===== src/rtl/apb_slave_pkg.sv =====
// Shared types and response helper for the APB3 register-file completer.
package apb_slave_pkg;

    localparam int unsigned APB_ADDR_W = 32;
    localparam int unsigned APB_DATA_W = 32;

    typedef enum logic {
        IDLE   = 1'b0,
        ACCESS = 1'b1
    } state_t;

    typedef struct packed {
        logic [APB_DATA_W-1:0] prdata;
        logic                  pslverr;
    } resp_t;

    // Writes never return data; misses and read-only targets raise pslverr.
    function automatic resp_t calc_resp(
        input logic                  is_write,
        input logic                  is_hit,
        input logic                  is_ro,
        input logic [APB_DATA_W-1:0] rdata
    );
        resp_t r;
        r.prdata  = '0;
        r.pslverr = 1'b0;
        if (is_write) begin
            r.pslverr = !is_hit || is_ro;
        end else if (is_hit) begin
            r.prdata = rdata;
        end else begin
            r.pslverr = 1'b1;
        end
        return r;
    endfunction

endpackage


===== src/rtl/apb_slave_regs.sv =====
// Register array with read-only gating; read-only entries keep RESET_VAL forever.
module apb_slave_regs
    import apb_slave_pkg::*;
#(
    parameter int unsigned           NUM_REGS  = 16,
    parameter int unsigned           IDX_W     = 4,
    parameter logic [NUM_REGS-1:0]   RO_MASK   = '0,
    parameter logic [APB_DATA_W-1:0] RESET_VAL = '0
) (
    input  logic                  pclk,
    input  logic                  preset,
    input  logic                  i_we,
    input  logic [IDX_W-1:0]      i_widx,
    input  logic [APB_DATA_W-1:0] i_wdata,
    input  logic [IDX_W-1:0]      i_ridx,
    output logic [APB_DATA_W-1:0] o_rdata,
    output logic                  o_ro
);

    logic [APB_DATA_W-1:0] r_mem [NUM_REGS];

    always_ff @(posedge pclk or posedge preset) begin
        if (preset) begin
            for (int unsigned i = 0; i < NUM_REGS; i++) begin
                r_mem[i] <= RESET_VAL;
            end
        end else if (i_we && !RO_MASK[i_widx]) begin
            r_mem[i_widx] <= i_wdata;
        end
    end

    assign o_rdata = r_mem[i_ridx];
    assign o_ro    = RO_MASK[i_ridx];

endmodule


===== src/rtl/apb_slave_regfile.sv =====
// APB3 completer: address decode, wait-state counter and transfer FSM over apb_slave_regs.
module apb_slave_regfile
    import apb_slave_pkg::*;
#(
    parameter int unsigned           NUM_REGS    = 16,
    parameter logic [APB_ADDR_W-1:0] BASE_ADDR   = 32'h0000_0000,
    parameter int unsigned           WAIT_CYCLES = 0,
    parameter logic [NUM_REGS-1:0]   RO_MASK     = '0,
    parameter logic [APB_DATA_W-1:0] RESET_VAL   = 32'h0
) (
    input  logic                  pclk,
    input  logic                  preset,
    input  logic                  psel,
    input  logic                  penable,
    input  logic                  pwrite,
    input  logic [APB_ADDR_W-1:0] paddr,
    input  logic [APB_DATA_W-1:0] pwdata,
    output logic [APB_DATA_W-1:0] prdata,
    output logic                  pready,
    output logic                  pslverr,
    output logic [7:0]            err_count
);

    localparam int unsigned           IDX_W     = (NUM_REGS > 1) ? $clog2(NUM_REGS) : 1;
    localparam logic [APB_ADDR_W-1:0] SPAN      = APB_ADDR_W'(NUM_REGS * 4);
    localparam logic [3:0]            WAIT_INIT = 4'(WAIT_CYCLES);

    state_t                r_state;
    logic [3:0]            r_cnt;
    logic                  r_write;
    logic                  r_hit;
    logic [IDX_W-1:0]      r_idx;
    logic [APB_DATA_W-1:0] r_wdata;
    logic [APB_DATA_W-1:0] r_prdata;
    logic                  r_pready;
    logic                  r_pslverr;
    logic [7:0]            r_err_cnt;

    logic [APB_ADDR_W-1:0] w_off;
    logic                  w_hit;
    logic [IDX_W-1:0]      w_idx;
    logic                  w_rd_write;
    logic                  w_rd_hit;
    logic [IDX_W-1:0]      w_rd_idx;
    logic [APB_DATA_W-1:0] w_rd_data;
    logic                  w_rd_ro;
    resp_t                 w_resp;

    state_t                w_state_nxt;
    logic [3:0]            w_cnt_nxt;
    logic                  w_capture;
    logic                  w_we;
    logic                  w_pready_nxt;
    logic [APB_DATA_W-1:0] w_prdata_nxt;
    logic                  w_pslverr_nxt;
    logic [7:0]            w_err_nxt;

    assign w_off = paddr - BASE_ADDR;
    assign w_hit = (w_off < SPAN) && (paddr[1:0] == 2'b00);
    assign w_idx = w_off[IDX_W+1:2];

    // Zero-wait responses come from the live bus at setup; otherwise from the captured request.
    always_comb begin
        w_rd_write = r_write;
        w_rd_hit   = r_hit;
        w_rd_idx   = r_idx;
        if (r_state == IDLE) begin
            w_rd_write = pwrite;
            w_rd_hit   = w_hit;
            w_rd_idx   = w_idx;
        end
    end

    apb_slave_regs #(
        .NUM_REGS  (NUM_REGS),
        .IDX_W     (IDX_W),
        .RO_MASK   (RO_MASK),
        .RESET_VAL (RESET_VAL)
    ) u_regs (
        .pclk    (pclk),
        .preset  (preset),
        .i_we    (w_we),
        .i_widx  (r_idx),
        .i_wdata (r_wdata),
        .i_ridx  (w_rd_idx),
        .o_rdata (w_rd_data),
        .o_ro    (w_rd_ro)
    );

    assign w_resp = calc_resp(w_rd_write, w_rd_hit, w_rd_ro, w_rd_data);

    always_comb begin
        w_state_nxt   = r_state;
        w_cnt_nxt     = r_cnt;
        w_capture     = 1'b0;
        w_we          = 1'b0;
        w_pready_nxt  = r_pready;
        w_prdata_nxt  = r_prdata;
        w_pslverr_nxt = r_pslverr;
        w_err_nxt     = r_err_cnt;
        case (r_state)
            IDLE: begin
                if (psel && !penable) begin
                    w_state_nxt = ACCESS;
                    w_capture   = 1'b1;
                    w_cnt_nxt   = WAIT_INIT;
                    if (WAIT_CYCLES == 0) begin
                        w_pready_nxt  = 1'b1;
                        w_prdata_nxt  = w_resp.prdata;
                        w_pslverr_nxt = w_resp.pslverr;
                    end
                end
            end
            ACCESS: begin
                if (!psel) begin
                    w_state_nxt   = IDLE;
                    w_pready_nxt  = 1'b0;
                    w_prdata_nxt  = '0;
                    w_pslverr_nxt = 1'b0;
                end else if (r_pready) begin
                    if (penable) begin
                        w_we          = r_write && r_hit;
                        w_state_nxt   = IDLE;
                        w_pready_nxt  = 1'b0;
                        w_prdata_nxt  = '0;
                        w_pslverr_nxt = 1'b0;
                        if (r_pslverr && (r_err_cnt != 8'hFF)) begin
                            w_err_nxt = r_err_cnt + 8'd1;
                        end
                    end
                end else begin
                    w_cnt_nxt = r_cnt - 4'd1;
                    if (r_cnt == 4'd1) begin
                        w_pready_nxt  = 1'b1;
                        w_prdata_nxt  = w_resp.prdata;
                        w_pslverr_nxt = w_resp.pslverr;
                    end
                end
            end
            default: begin
                w_state_nxt = IDLE;
            end
        endcase
    end

    always_ff @(posedge pclk or posedge preset) begin
        if (preset) begin
            r_state   <= IDLE;
            r_cnt     <= '0;
            r_write   <= 1'b0;
            r_hit     <= 1'b0;
            r_idx     <= '0;
            r_wdata   <= '0;
            r_prdata  <= '0;
            r_pready  <= 1'b0;
            r_pslverr <= 1'b0;
            r_err_cnt <= '0;
        end else begin
            r_state   <= w_state_nxt;
            r_cnt     <= w_cnt_nxt;
            if (w_capture) begin
                r_write <= pwrite;
                r_hit   <= w_hit;
                r_idx   <= w_idx;
                r_wdata <= pwdata;
            end
            r_prdata  <= w_prdata_nxt;
            r_pready  <= w_pready_nxt;
            r_pslverr <= w_pslverr_nxt;
            r_err_cnt <= w_err_nxt;
        end
    end

    assign prdata    = r_prdata;
    assign pready    = r_pready;
    assign pslverr   = r_pslverr;
    assign err_count = r_err_cnt;

endmodule


===== config.mk =====
export PLATFORM = sky130hd
export DESIGN_NAME = apb_slave_regfile
export DESIGN_NICKNAME = d
export VERILOG_FILES = /design/src/rtl/apb_slave_pkg.sv /design/src/rtl/apb_slave_regs.sv /design/src/rtl/apb_slave_regfile.sv
export SDC_FILE = /design/constraint.sdc
export NUM_CORES = 1
export LEC_CHECK = 0
export ABC_CLOCK_PERIOD_IN_PS = 52900
export CORE_UTILIZATION = 58
export CTS_CLUSTER_DIAMETER = 200
export DETAILED_ROUTE_END_ITERATION = 10
export HOLD_SLACK_MARGIN = 0.02
export PLACE_DENSITY_LB_ADDON = 0.1
export SYNTH_ARGS = -nofsm -noshare
export SYNTH_HDL_FRONTEND = slang
export SYNTH_SLANG_ARGS = --single-unit

===== constraint.sdc =====
create_clock -name pclk -period 52.9 [get_ports pclk]
set_clock_uncertainty 0.15 [all_clocks]
set_input_delay 5.29 -clock pclk [delete_from_list [all_inputs] [get_ports pclk]]
set_output_delay 5.29 -clock pclk [all_outputs]
set_load 0.02 [all_outputs]

==> reports/results.ini <==
[worst_setup_path]
cp_top_family = buffers and inverters
path_depth = 9
r2r_cells = 9
cp_cell_sequence = clkdlybuf4s50_1, mux2_8, buf_4, buf_4, buf_4, mux2i_1, o22ai_1, or4_1, a32o_1
slowest_delay_ps = 810
required_ps = 53250
cp_common_cell = buf_4
path_buf_inv = 4
start_kind = primary input
endpoint_kind = flip-flop
crit_arrival_ps = 10080
critical_path.slowest_cell = buf_4
setup.worst_path.class = in -> reg
critical_path_peak_fanout = 84

[timing]
fmaxAchievable_ghz = 0.103
worst_hold_slack_ps = 340
worstMarginPinSlew_ps = 1120
min_period_over_period_pct = 18.4
finalSetupViolCount = 0
fin_tns_setup_ps = 0
slew_headroom_pct = 25.7
rsz0062_at_grt = false
period_minus_slack_ps = 9730
slew_viol_final = 0
timing_hold_violations_final = 0

[synthesis]
synth_compound_area_share_pct = 5.85
synth-xor-area-share_pct = 0.229
synth.distinct_cells = 43
synth_ff_type = dfrtp_1
synth_edf_count = 0
syn_avg_cell_area_sq_um = 12.7
synth_cells = 2101
synth_fp_nets = 2173
ys.warnings.count = 0
synth_top_family_by_area = multiplexers
synth_top_area_cell = dfrtp_1
synth_area_leaders = dfrtp_1 (56%), mux2_2 (23%), mux2i_1 (4.7%)
synth_mux_area_share_pct = 28.3
synth_top_area_share_pct = 55.9
postSynth.asyncResetShare_pct = 100
yosys.area_share.simple_pct = 6.64
synth-seq-area-share_pct = 55.9
synth_seq_cells = 597
syn_area_sq_um = 26700
synthAdderAreaFrac_pct = 0.140

[clock_network]
postCtsHoldBufs = 0
clk_latency_ps = 610
clk_pin_slew_worst_paths_ps = 60
post-cts-setup-buffers = 0
cts_tree = yes
cts.repair.resized = 0
cts_buffer_depth = 3
cts_buffers = 60
cts-root-buf = clkbuf_16
cts-htree-levels = 2
cts_sinks = 597

[detailed_routing]
firstDrtPassIters = 5
route.detailed.drc = 0
drtIter0Drc = 1560
wl_per_cell_um = 24.2
wl_um = 67500
detail-route-antenna-nets = 0
vias_per_cell = 6.24
vias = 17400

[grt]
antenna_found_initial = 0
grt_pass1_wl_um = 106000
grt_use_met2_pct = 47.9
gr-total-overflow = 0
grt_use_total_pct = 29.7
met3_usage_pct = 4.92
first_global_vias = 17800
grt_max_degree = 183
gr-usage-met1_pct = 41.4
grt_busiest_layer = met2

[power_and_ir_drop]
powerDensity_nw_per_um2 = 33.8
p_leak_nw = 14.6
power_mw = 1.03
vdd.ir_drop.worst_v = 0.0000256

[floorplan]
die-width_um = 217
io_pins = 111
initial_core_util_pct = 58.8
core_sq_um = 45500
fp.dieArea_sq_um = 47000
rows = 78
die_h_um = 217

[placed_design]
hpwl_um = 34500
port_buffers = 110
gp_congestion = 0.775

[worst_hold_path]
whs_path_depth = 1
hp-class = reg -> reg

[finish]
n_antenna_cell = 0
nNetsFinal = 2213
area_growth_pct = 13.7
drive_gt1_share_pct = 32.5
final_util_pct = 66.9

[outcome]
outcome = complete, no violations

[job]
cap_violations = 0

flip-flops by register name (all words and copies together) (netlist names):
signal	count
err_count	8
pready	1
r_idx	4
r_hit	1
r_write	1
r_cnt	4
r_state	1
u_regs.r_mem	512
pslverr	1
prdata	32
r_wdata	32
stage by stage:
| step | setup WS, ps | cell area, sq um | instances |
|---|---|---|---|
| finish | 43170 | 30400 | 2786 |
| global route | 42920 | 30400 | 2786 |
| CTS | 43220 | 30400 | 2786 |
| detailed placement | 42570 | 28300 | 2679 |
| global placement | 42630 | 28300 | 2679 |
| floorplan | 30750 | 26700 | 2101 |
cell families after synthesis:
kind of cell    after synthesis
mux                         683
flops                       597
simple gates                382
compound gates              250
buf+inv                     179
xor+xnor                      7
fa+ha+maj                     3
worst paths after layout:
kind                                   startpoint                 to  slack (ps)
worst max-delay path                     paddr[2]         prdata[17]       43170
worst min-delay path            u_regs.r_mem[155]  u_regs.r_mem[155]         340
worst max register to register            r_state         prdata[17]       47670
worst min register to register  u_regs.r_mem[155]  u_regs.r_mem[155]         340
max in group asynchronous                  preset  u_regs.r_mem[368]       45300
min in group asynchronous                  preset       err_count[6]        5050
layer usage:
metal	wire (um)	vias up
met3	3780	112
li1	-	7612
met2	32300	475
met1	29700	9172
met4	1710	0
met5	0	-
cells in the mapped netlist (all sizes together), types with 2 or more instances:
master / n
nor2: 7
nor2b: 5
dfrtp: 597
a211oi: 5
and3: 4
a22oi: 2
nand4: 4
or4: 60
xnor2: 5
ha: 3
a2bb2oi: 2
o22ai: 64
o21ai: 11
a22o: 4
mux4: 2
buf: 78
nor3: 4
clkbuf: 92
inv: 9
nand2: 267
a21oi: 128
nor4: 10
mux2: 556
nand3: 9
a32o: 30
and2: 6
mux2i: 125
nand2b: 2
xor2: 2
placed cells by master, fill, tap and decap left out, types with 3 or more instances in the layout:
master and count:
clkbuf_1 8, and2_1 6, inv_1 8, o21ai_0 11, o22ai_1 64, clkinv_2 7, nand4_1 4, nand2_2 9
mux2i_1 123, clkbuf_16 61, nor4_1 10, ha_1 3, nand3_1 6, bufinv_16 9, dfrtp_1 597, buf_4 37
nor2_1 6, nand3_2 3, a32o_1 30, clkbuf_8 19, or4_1 60, nor3_2 3, and3_1 3, xnor2_1 5
clkdlybuf4s50_1 110, mux2_1 12, mux2_2 543, nand2_1 258, a21oi_1 127, a22o_1 4, a211oi_1 5, nor2b_1 3
worst reg2reg max path, stage by stage, from the launching register on:
cell     delay, ps
dfrtp_1        330
buf_4          350
mux2_8         690
buf_4          880
buf_4          790
buf_4          770
mux2i_1        290
o22ai_1        100
or4_1          520
a32o_1         270
final cells by class:
cell class | instances | area, sq um
clock buffer | 88 | 1820
clock inverter | 19 | 329
fill | 3378 | 15100
inverter | 9 | 41.3
multi-input combinational | 1325 | 11100
sequential | 597 | 14900
tap | 600 | 751
timing repair buffer | 148 | 1400
power breakdown:
| part | switching, mW | internal (mW) |
|---|---|---|
| Combinational | 0.0527 | 0.0280 |
| Clock | 0.176 | 0.280 |
| Sequential | 0.0267 | 0.464 |
| Total | 0.256 | 0.772 |
(Power assumes the default switching activity.)
